`config.mk`:
```
export PLATFORM = sky130hd
export DESIGN_NAME = sram_1rw_port_ctrl_flat
export DESIGN_NICKNAME = d
export VERILOG_FILES = /design/src/rtl/sram_1rw_port_ctrl_if.sv /design/src/rtl/sram_1rw_port_ctrl.sv /design/src/flat_wrapper.sv
export SDC_FILE = /design/constraint.sdc
export NUM_CORES = 1
export LEC_CHECK = 0
export ABC_AREA = 1
export CAP_MARGIN = 30
export CORE_MARGIN = 2
export CORE_UTILIZATION = 50
export DETAILED_ROUTE_END_ITERATION = 12
export HOLD_SLACK_MARGIN = 0.06
export PLACE_DENSITY = 0.84
export SYNTH_ARGS = -nofsm -noshare
export SYNTH_HDL_FRONTEND = slang
export SYNTH_SLANG_ARGS = --single-unit
```
`constraint.sdc`:
```
create_clock -name clk0 -period 3.73 [get_ports clk0]
set_input_delay 0.5595 -clock clk0 [delete_from_list [all_inputs] [get_ports clk0]]
set_output_delay 0.5595 -clock clk0 [all_outputs]
set_load 0.05 [all_outputs]
```
`src/rtl/sram_1rw_port_ctrl_if.sv`:
```
// Request/response bundle between core logic and the 1RW SRAM port controller.
interface sram_1rw_port_ctrl_if #(
    parameter int unsigned DATA_WIDTH = 2,
    parameter int unsigned ADDR_WIDTH = 4
);
    logic                  req_valid;
    logic                  req_ready;
    logic                  req_we;
    logic [ADDR_WIDTH-1:0] req_addr;
    logic [DATA_WIDTH-1:0] req_wdata;
    logic                  rsp_valid;
    logic                  rsp_ready;
    logic [DATA_WIDTH-1:0] rsp_rdata;

    modport master (
        output req_valid, req_we, req_addr, req_wdata, rsp_ready,
        input  req_ready, rsp_valid, rsp_rdata
    );

    modport slave (
        input  req_valid, req_we, req_addr, req_wdata, rsp_ready,
        output req_ready, rsp_valid, rsp_rdata
    );
endinterface

```
`src/rtl/sram_1rw_port_ctrl.sv`:
```
// Single-port OpenRAM 1RW initiator: one operation in flight, registered macro pins,
// read data returned on a valid/ready channel, saturating debug counters.
module sram_1rw_port_ctrl #(
    parameter int unsigned DATA_WIDTH = 2,
    parameter int unsigned ADDR_WIDTH = 4,
    parameter int unsigned READ_LAT   = 1,
    parameter int unsigned CNT_WIDTH  = 16
) (
    input  logic                  clk0,
    input  logic                  rst0,
    sram_1rw_port_ctrl_if.slave   bus,
    output logic                  csb0,
    output logic                  web0,
    output logic [ADDR_WIDTH-1:0] addr0,
    output logic [DATA_WIDTH-1:0] din0,
    input  logic [DATA_WIDTH-1:0] dout0,
    output logic                  busy,
    output logic [CNT_WIDTH-1:0]  rd_cnt,
    output logic [CNT_WIDTH-1:0]  wr_cnt
);

    localparam int unsigned LatW = $clog2(READ_LAT + 1);

    typedef enum logic [1:0] {StIdle, StIssue, StWait, StResp} state_e;

    state_e                state_q, state_d;
    logic                  csb_q, csb_d;
    logic                  web_q, web_d;
    logic [ADDR_WIDTH-1:0] addr_q, addr_d;
    logic [DATA_WIDTH-1:0] din_q, din_d;
    logic [LatW-1:0]       lat_q, lat_d;
    logic                  rsp_valid_q, rsp_valid_d;
    logic [DATA_WIDTH-1:0] rsp_rdata_q, rsp_rdata_d;
    logic [CNT_WIDTH-1:0]  rd_cnt_q, rd_cnt_d;
    logic [CNT_WIDTH-1:0]  wr_cnt_q, wr_cnt_d;

    always_comb begin
        state_d     = state_q;
        csb_d       = csb_q;
        web_d       = web_q;
        addr_d      = addr_q;
        din_d       = din_q;
        lat_d       = lat_q;
        rsp_valid_d = rsp_valid_q;
        rsp_rdata_d = rsp_rdata_q;
        rd_cnt_d    = rd_cnt_q;
        wr_cnt_d    = wr_cnt_q;

        case (state_q)
            StIdle: begin
                if (bus.req_valid) begin
                    csb_d   = 1'b0;
                    web_d   = ~bus.req_we;
                    addr_d  = bus.req_addr;
                    din_d   = bus.req_wdata;
                    state_d = StIssue;
                end
            end
            StIssue: begin
                // The macro captures the command on this edge; release the pins at once.
                csb_d = 1'b1;
                web_d = 1'b1;
                if (!web_q) begin
                    if (wr_cnt_q != '1) wr_cnt_d = wr_cnt_q + CNT_WIDTH'(1);
                    state_d = StIdle;
                end else begin
                    lat_d   = LatW'(READ_LAT);
                    state_d = StWait;
                end
            end
            StWait: begin
                if (lat_q == LatW'(1)) begin
                    rsp_rdata_d = dout0;
                    rsp_valid_d = 1'b1;
                    state_d     = StResp;
                end else begin
                    lat_d = lat_q - LatW'(1);
                end
            end
            StResp: begin
                if (bus.rsp_ready) begin
                    rsp_valid_d = 1'b0;
                    if (rd_cnt_q != '1) rd_cnt_d = rd_cnt_q + CNT_WIDTH'(1);
                    state_d = StIdle;
                end
            end
            default: state_d = StIdle;
        endcase
    end

    always_ff @(posedge clk0) begin
        if (rst0) begin
            state_q     <= StIdle;
            csb_q       <= 1'b1;
            web_q       <= 1'b1;
            addr_q      <= '0;
            din_q       <= '0;
            lat_q       <= '0;
            rsp_valid_q <= 1'b0;
            rsp_rdata_q <= '0;
            rd_cnt_q    <= '0;
            wr_cnt_q    <= '0;
        end else begin
            state_q     <= state_d;
            csb_q       <= csb_d;
            web_q       <= web_d;
            addr_q      <= addr_d;
            din_q       <= din_d;
            lat_q       <= lat_d;
            rsp_valid_q <= rsp_valid_d;
            rsp_rdata_q <= rsp_rdata_d;
            rd_cnt_q    <= rd_cnt_d;
            wr_cnt_q    <= wr_cnt_d;
        end
    end

    assign bus.req_ready = (state_q == StIdle);
    assign busy          = (state_q != StIdle);
    assign bus.rsp_valid = rsp_valid_q;
    assign bus.rsp_rdata = rsp_rdata_q;
    assign csb0          = csb_q;
    assign web0          = web_q;
    assign addr0         = addr_q;
    assign din0          = din_q;
    assign rd_cnt        = rd_cnt_q;
    assign wr_cnt        = wr_cnt_q;

endmodule

```
`src/flat_wrapper.sv`:
```
// flat-port wrapper written by rule: the top's interface ports become plain ports
module sram_1rw_port_ctrl_flat 
#(
    parameter int unsigned DATA_WIDTH = 2,
    parameter int unsigned ADDR_WIDTH = 4,
    parameter int unsigned READ_LAT   = 1,
    parameter int unsigned CNT_WIDTH  = 16
)
  (clk0, rst0, csb0, web0, addr0, din0, dout0, busy, rd_cnt, wr_cnt, bus_req_valid, bus_req_we, bus_req_addr, bus_req_wdata, bus_rsp_ready, bus_req_ready, bus_rsp_valid, bus_rsp_rdata);
  sram_1rw_port_ctrl_if #(.DATA_WIDTH(DATA_WIDTH), .ADDR_WIDTH(ADDR_WIDTH)) bus_i ();
  input  logic clk0;
  input  logic rst0;
  output logic csb0;
  output logic web0;
  output logic [ADDR_WIDTH-1:0] addr0;
  output logic [DATA_WIDTH-1:0] din0;
  input  logic [DATA_WIDTH-1:0] dout0;
  output logic busy;
  output logic [CNT_WIDTH-1:0] rd_cnt;
  output logic [CNT_WIDTH-1:0] wr_cnt;
  input wire logic [$bits(bus_i.req_valid)-1:0] bus_req_valid;
  input wire logic [$bits(bus_i.req_we)-1:0] bus_req_we;
  input wire logic [$bits(bus_i.req_addr)-1:0] bus_req_addr;
  input wire logic [$bits(bus_i.req_wdata)-1:0] bus_req_wdata;
  input wire logic [$bits(bus_i.rsp_ready)-1:0] bus_rsp_ready;
  output wire logic [$bits(bus_i.req_ready)-1:0] bus_req_ready;
  output wire logic [$bits(bus_i.rsp_valid)-1:0] bus_rsp_valid;
  output wire logic [$bits(bus_i.rsp_rdata)-1:0] bus_rsp_rdata;
  assign bus_i.req_valid = bus_req_valid;
  assign bus_i.req_we = bus_req_we;
  assign bus_i.req_addr = bus_req_addr;
  assign bus_i.req_wdata = bus_req_wdata;
  assign bus_i.rsp_ready = bus_rsp_ready;
  assign bus_req_ready = bus_i.req_ready;
  assign bus_rsp_valid = bus_i.rsp_valid;
  assign bus_rsp_rdata = bus_i.rsp_rdata;
  sram_1rw_port_ctrl #(.DATA_WIDTH(DATA_WIDTH), .ADDR_WIDTH(ADDR_WIDTH), .READ_LAT(READ_LAT), .CNT_WIDTH(CNT_WIDTH)) u_core (.clk0(clk0), .rst0(rst0), .bus(bus_i), .csb0(csb0), .web0(web0), .addr0(addr0), .din0(din0), .dout0(dout0), .busy(busy), .rd_cnt(rd_cnt), .wr_cnt(wr_cnt));
endmodule
```
# Yosys cells after proc, flatten, opt, wreduce, memory -nomap -nowiden
# Cells that the tools add are included.
op_classes:
  bitwise_logic: 2
  eq_ne: 9
  addsub: 3
  muxes: 15
  n_reduce_logical: 13
ops:
  columns: ["op", "n"]
  rows:
  - ["$add 16x1->16 const B", 2]
  - ["$ne 16x16->1 const B", 2]
  - ["$reduce_and 3->1", 4]
  - ["$mux 2", 4]
  - ["$pmux 1 s2", 4]
  - ["$pmux 2 s4", 1]
  - ["$reduce_and 2->1", 4]
  - ["$reduce_bool 2->1", 4]
  - ["$mux 1", 6]
  - ["$eq 2x2->1 const B", 2]
  - ["$ne 2x1->1 const B", 2]
  - ["$ne 2x2->1 const B", 2]
  - ["$eq 2x1->1 const B", 1]
  - ["$logic_not 2->1", 1]
  - ["$not 1->1", 2]
  - ["$sub 1x1->1 const B", 1]
totals:
  in_bits: 13
  reg_bits: 46
  word_cells: 52

# Longest topological paths before layout
# Gate-level depths: netlist of the first run.
depth:
  depth_word: 3
  depth_mapped: 10

# Least setup slack after synthesis of the first run
# Ideal clock, no wire load.
synth_path:
  path_kind: "reg-to-output"
  startpoint: "register with a tool-made name"
  endpoint: "output port busy"
  n_path_buf: 0
  setup_slack_ns: 1.638
  required_time_ns: 3.171
  stages_incl_launch_ff: 3
  t_arrival_ns: 1.532
  cell_sequence: "dfxtp_1 -> nor2_1 -> inv_1"
synth_lines:
  columns: ["item", "line_no", "text"]
  rows:
  - ["to (decl)", "flat_wrapper.sv:18", "output logic busy;"]

==> flow_metrics.env, run 1 <==
export IMPL_synthesis_nets=402
export IMPL_grt_pass1_vias=2236
export IMPL_antenna_cells=0
export IMPL_cts_root_buffer="clkbuf_8"
export IMPL_antenna_found_initial=0
export IMPL_hold_buffers=0
export IMPL_path_class="reg -> out"
export IMPL_worst_hold_path_type="reg -> reg"
export IMPL_drv_cap=0
export IMPL_ant_nets=0
export IMPL_finalSetupTns_ns=0
export IMPL_io_buffer_count=57
export IMPL_hold_violations=0
export IMPL_clk_path_buf_depth=2
export IMPL_cts_resized=0
export IMPL_areaGrowthSynthToFinish_pct=31.1
export IMPL_wl_met2_um=2660
export IMPL_post_cts_repair_setup_buffers=0
export IMPL_cts_tree="done"
export IMPL_mostFrequentLayoutCells="99 x nand2_1, 85 x nor2_1, 57 x clkdlybuf4s50_1"
export IMPL_synth_cell_types=25
export IMPL_drt_total_wl_um=5580
export IMPL_dp_hpwl_um=4140
export IMPL_finalCritPeriodShare_pct=62.0
export IMPL_slew_violations=0
export IMPL_ios=58
export IMPL_coreArea_um2=4720
export IMPL_row_count=25
export IMPL_wl_met3_um=399
export IMPL_htree_levels=2
export IMPL_min_from="u_core.bus.rsp_rdata[0]"
export IMPL_max_slew_margin_rel_pct=64.3
export IMPL_cts_made_buffers=5
export IMPL_reg2reg_setup_slack_ns=2.06
export IMPL_routed_via_density=4.95
export IMPL_dr_pass1_iters=5
export IMPL_grt_pass1_wl_um=9350
export IMPL_seq_area_frac_synth_pct=37.6
export IMPL_drc_errors=0
export IMPL_cp_arrival_ns=1.75
export IMPL_whs_path_depth=2
export IMPL_top_layer="met4"
export IMPL_syn_mean_instance_area_um2=6.34
export IMPL_ir_worst_vdd_uv=285
export IMPL_grt_max_degree=24
export IMPL_die_h_um=74.0
export IMPL_layout_commonest_cell="nand2_1"
export IMPL_clock_sinks=46
export IMPL_syn_area_um2=2450
export IMPL_drive_gt1_share_pct=7.59
export IMPL_cp_max_fo=6
export IMPL_fin_crit_ns=2.31
export IMPL_post_route_cell_area_um2=3210
export IMPL_r2r_start="u_core.wr_cnt[0]"
export IMPL_die_w_um=74.0
export IMPL_placed_area_um2=3070
export IMPL_p_per_area_nw_per_um2=407
export IMPL_cts_clk_slew_worst_paths_ns=0.08
export IMPL_power_mw=1.31
export IMPL_fmax_mhz=432
export IMPL_rr_endpoint="u_core.wr_cnt[2]"
export IMPL_vias=2550
export IMPL_regArea_um2=921
export IMPL_wl_per_cell_um=10.8
export IMPL_final_nets=462
export IMPL_syn_inst=387
export IMPL_crit_required_ns=3.17
export IMPL_hold_end="u_core.bus.rsp_rdata[0]"
export IMPL_rsz0062_at_grt="false"
export IMPL_finalSetupViolCount=0
export IMPL_leakage_nw=1.30
export IMPL_initial_core_util_pct=51.9
export IMPL_status="completed"
export IMPL_yosys_warnings=0
export IMPL_final_util_pct=68.1
export IMPL_cp_start_kind="flip-flop"
export IMPL_nFillCells=421
export IMPL_drt_initial_drc_count=104
export IMPL_worst_clock_skew_ns=0.00629
export IMPL_dieArea_um2=5480
export IMPL_gp_congestion=0.910
export IMPL_r2r_cells=10
export IMPL_clock_latency_ns=0.31
export IMPL_grt_ovfl_total=0
export IMPL_synth_seq_cells=46
export IMPL_tightest_slew_ns=0.533
export IMPL_wl_met1_um=2440
export IMPL_multi_input_area_um2=1300
export IMPL_worstSetupEndpointType="primary output"
export IMPL_grt_use_total_pct=21.7
cells in the mapped netlist:
cell | number | area share [%]
o22ai_1 | 1 | 0.26
nor2_2 | 5 | 1.3
ha_1 | 2 | 1.0
dfxtp_1 | 46 | 38
a31oi_1 | 1 | 0.26
buf_2 | 1 | 0.20
nand4_1 | 3 | 0.77
o21ai_0 | 13 | 2.7
nand3_2 | 2 | 0.82
nand2_2 | 8 | 2.0
nor3_1 | 1 | 0.20
nor2_4 | 5 | 2.3
inv_2 | 5 | 0.77
inv_1 | 44 | 6.7
a21oi_1 | 20 | 4.1
clkinv_1 | 1 | 0.15
buf_6 | 3 | 1.4
and2_1 | 1 | 0.26
xnor2_1 | 1 | 0.36
xor2_1 | 3 | 1.1
nor2_1 | 85 | 13
nand3b_1 | 2 | 0.61
nand3_1 | 34 | 6.9
clkbuf_1 | 1 | 0.15
nand2_1 | 99 | 15
worst max-delay path by stage:
stage | to | cells after the start | slack [ns] | start
2_1_floorplan | busy | 2 | 1.64 | flip-flop
3_3_place_gp | u_core.rd_cnt[10] | 5 | 1.63 | rst0
3_5_place_dp | u_core.rd_cnt[10] | 5 | 1.58 | rst0
4_1_cts | busy | 3 | 1.41 | flip-flop
5_1_grt | busy | 3 | 1.35 | flip-flop
6_report | busy | 3 | 1.42 | flip-flop
power breakdown:
part / internal [mW] / switching (mW) / total [mW]
Clock: 0.286 / 0.173 / 0.459
Sequential: 0.522 / 0.0268 / 0.548
Combinational: 0.0947 / 0.207 / 0.302
Total: 0.902 / 0.407 / 1.31
layout make-up:
| type | instances | area share, % |
|---|---|---|
| Sequential cell | 46 | 28.6 |
| Tap cell | 67 | 2.61 |
| Inverter | 50 | 5.84 |
| Clock inverter | 2 | 1.87 |
| Clock buffer | 6 | 2.57 |
| Multi-Input combinational cell | 286 | 40.5 |
| Timing Repair Buffer | 58 | 18.0 |
state kept, by name, summed over array words and instances (netlist names), named ones only:
signal and count:
u_core.rd_cnt 16, u_core.wr_cnt 16, u_core.addr0 4, u_core.bus.rsp_rdata 2
u_core.din0 2, u_core.bus.rsp_valid 1, u_core.csb0 1, u_core.lat_q 1
u_core.state_q 1, u_core.web0 1
critical path: stages, from the launching register on:
cell             delay [ns]
dfxtp_1                0.43
nor2_1                 0.11
inv_1                  0.09
clkdlybuf4s50_1        0.81
kinds of logic (layout without fill, tap and decap cells):
kind of cell,Yosys count,after routing,synth area share (%)
and+or+nand+nor,245,245,43.4
adders and majority gates,2,2,1.02
buffers and inverters,55,116,9.39
AOI/OAI and AO/OA,35,35,7.25
xor gates and xnor gates,4,4,1.43
DFF,46,46,37.6
stage by stage:
stage | hold WS [ns] | setup slack [ns] | std cells
5_1_grt | 0.476 | 1.35 | 515
4_1_cts | 0.455 | 1.41 | 515
2_1_floorplan | 0.503 | 1.64 | 387
3_3_place_gp | 0.440 | 1.63 | 507
3_5_place_dp | 0.440 | 1.58 | 507
6_report | 0.458 | 1.42 | 515
layer usage:
metal  vias up  track usage, %
li1       1316               -
met1      1133            25.7
met2        91            37.1
met3        10            6.10
met4         0            8.28
met5         -               0
No activity file was read; power rests on OpenSTA's default activity.
==> inputs of run 2 (changes only) <==
--- a/config.mk
+++ b/config.mk
@@ -8,10 +8,10 @@
 export ABC_AREA = 1
 export CAP_MARGIN = 30
 export CORE_MARGIN = 2
-export CORE_UTILIZATION = 50
+export CORE_UTILIZATION = 45
 export DETAILED_ROUTE_END_ITERATION = 12
 export HOLD_SLACK_MARGIN = 0.06
-export PLACE_DENSITY = 0.84
+export PLACE_DENSITY = 0.8
 export SYNTH_ARGS = -nofsm -noshare
 export SYNTH_HDL_FRONTEND = slang
 export SYNTH_SLANG_ARGS = --single-unit
==> constraint.sdc (replaced) <==
create_clock -name clk0 -period 1.95 [get_ports clk0]
set_input_delay 0.2925 -clock clk0 [delete_from_list [all_inputs] [get_ports clk0]]
set_output_delay 0.2925 -clock clk0 [all_outputs]
set_load 0.05 [all_outputs]
==> run 2 against run 1 <==
  * Register-to-register slack lost 1.8 ns
  * Final cell count increased by 0.97%
  * Core utilization shrank 6.1 points
  * Routed wire length grew 3.7%
  * Critical endpoint is now rd_cnt[6]
==> flow_metrics.env, run 2 (synthesis results as in run 1) <==
export IMPL_multi_input_area_um2=1300
export IMPL_post_cts_repair_setup_buffers=0
export IMPL_finalSetupViolCount=0
export IMPL_row_count=26
export IMPL_final_nets=464
export IMPL_drt_initial_drc_count=237
export IMPL_grt_ovfl_total=0
export IMPL_tightest_slew_ns=0.524
export IMPL_drive_gt1_share_pct=8.44
export IMPL_areaGrowthSynthToFinish_pct=30.7
export IMPL_fmax_mhz=527
export IMPL_grt_use_total_pct=19.9
export IMPL_hold_violations=0
export IMPL_rsz0062_at_grt="false"
export IMPL_mostFrequentLayoutCells="99 x nand2_1, 85 x nor2_1, 53 x clkdlybuf4s50_1"
export IMPL_placed_area_um2=3090
export IMPL_cts_root_buffer="clkbuf_8"
export IMPL_crit_required_ns=1.66
export IMPL_critPathCapture="rd_cnt[6]"
export IMPL_whs_path_depth=2
export IMPL_crit_family="buffers and inverters"
export IMPL_die_w_um=77.8
export IMPL_path_class="reg -> out"
export IMPL_ios=58
export IMPL_worst_hold_path_type="reg -> reg"
export IMPL_finalSetupTns_ns=0
export IMPL_wl_met2_um=2760
export IMPL_wl_per_cell_um=11.1
export IMPL_ant_nets=0
export IMPL_grt_pass1_wl_um=9940
export IMPL_finalCritPeriodShare_pct=97.3
export IMPL_dieArea_um2=6060
export IMPL_wl_met1_um=2650
export IMPL_antenna_found_initial=0
export IMPL_top_layer="met4"
export IMPL_r2r_cells=10
export IMPL_routed_via_density=4.89
export IMPL_crit_chain="clkdlybuf4s50_1"
export IMPL_layout_commonest_cell="nand2_1"
export IMPL_hold_buffers=0
export IMPL_slew_violations=0
export IMPL_cp_depth=1
export IMPL_dp_hpwl_um=4410
export IMPL_nFillCells=487
export IMPL_die_h_um=77.8
export IMPL_dr_pass1_iters=4
export IMPL_reg2reg_setup_slack_ns=0.29
export IMPL_fin_crit_ns=1.90
export IMPL_grt_pass1_vias=2306
export IMPL_htree_levels=2
export IMPL_cp_start_kind="flip-flop"
export IMPL_r2r_start="u_core.wr_cnt[0]"
export IMPL_status="completed"
export IMPL_clk_path_buf_depth=2
export IMPL_coreArea_um2=5170
export IMPL_cp_startpoint="u_core.rd_cnt[6]"
export IMPL_rr_endpoint="u_core.wr_cnt[9]"
export IMPL_drv_cap=0
export IMPL_grt_max_degree=24
export IMPL_wl_met3_um=298
export IMPL_cts_made_buffers=5
export IMPL_worstSetupEndpointType="primary output"
export IMPL_cts_tree="done"
export IMPL_power_mw=2.34
export IMPL_cpPeakStageDelay_ns=0.85
export IMPL_worst_clock_skew_ns=0.00801
export IMPL_crit_slowest_cell="clkdlybuf4s50_1"
export IMPL_clock_latency_ns=0.31
export IMPL_clock_sinks=46
export IMPL_vias=2541
export IMPL_drt_total_wl_um=5790
export IMPL_max_slew_margin_rel_pct=65.0
export IMPL_post_route_cell_area_um2=3200
export IMPL_gp_congestion=0.850
export IMPL_cp_num_buf_inv=1
export IMPL_initial_core_util_pct=47.4
export IMPL_cts_resized=0
export IMPL_cp_max_fo=6
export IMPL_io_buffer_count=57
export IMPL_ir_worst_vdd_uv=668
export IMPL_p_per_area_nw_per_um2=731
export IMPL_antenna_cells=0
export IMPL_leakage_nw=1.32
export IMPL_drc_errors=0
export IMPL_regArea_um2=921
export IMPL_cts_clk_slew_worst_paths_ns=0.09
export IMPL_cp_arrival_ns=1.60
## run 2: cell types whose count changed in the layout (fill, tap and decap cells not counted)
| cell | before | now |
|---|---|---|
| bufinv_16 | 2 | 1 |
| clkdlybuf4s50_1 | 57 | 53 |
| clkbuf_8 | 6 | 5 |
| buf_4 | 1 | 5 |
| clkinvlp_4 | 0 | 2 |
| dlymetal6s2s_1 | 0 | 2 |
## run 2: metrics by stage
step	hold WS (ns)	setup WS, ns	utilization [%]	instances
global route	0.480	0.00774	61.9	520
detailed placement	0.436	0.201	59.7	512
floorplan	0.408	0.0338	-	387
CTS	0.449	0.0334	61.9	520
global placement	0.429	0.254	59.7	512
finish	0.447	0.0531	61.9	520
## run 2: per-layer routing
| metal | GRT usage, % | up-vias |
|---|---|---|
| li1 | - | 1330 |
| met1 | 25.2 | 1140 |
| met2 | 32.7 | 63 |
| met3 | 4.53 | 8 |
| met4 | 8.21 | 0 |
| met5 | 0 | - |
## run 2: worst min-delay path: cells and delay by family, from the launching register on
kind            cells  cell delay [ns]
buf+inv             1             0.04
compound gates      1             0.05
flops               1             0.32
## run 2: how the worst min path moves through the flow
stage | start | to | slack [ns]
after global placement | u_core.bus.rsp_rdata[0] | u_core.bus.rsp_rdata[0] | 0.43
final | u_core.bus.rsp_rdata[0] | u_core.bus.rsp_rdata[0] | 0.45
after floorplan | bus_req_we | u_core.web0 | 0.41
after detailed placement | u_core.bus.rsp_rdata[0] | u_core.bus.rsp_rdata[0] | 0.44
after CTS | u_core.bus.rsp_rdata[0] | u_core.bus.rsp_rdata[0] | 0.45
after global routing | u_core.bus.rsp_rdata[0] | u_core.bus.rsp_rdata[0] | 0.48
## run 2: area by class of cell
class / count / area share [%]
clock buffers: 5 / 2.15
clock inverters: 3 / 1.41
inverters: 50 / 5.86
multi-input cells: 286 / 40.6
flip-flops and latches: 46 / 28.7
well taps: 70 / 2.73
repair buffers: 60 / 18.5
## run 2: power by group
part           total (mW)  internal [mW]  switching, mW  leakage [nW]
Clock               0.718          0.381          0.337        0.0504
Sequential           1.05          0.998         0.0501         0.373
Combinational       0.577          0.179          0.399         0.901
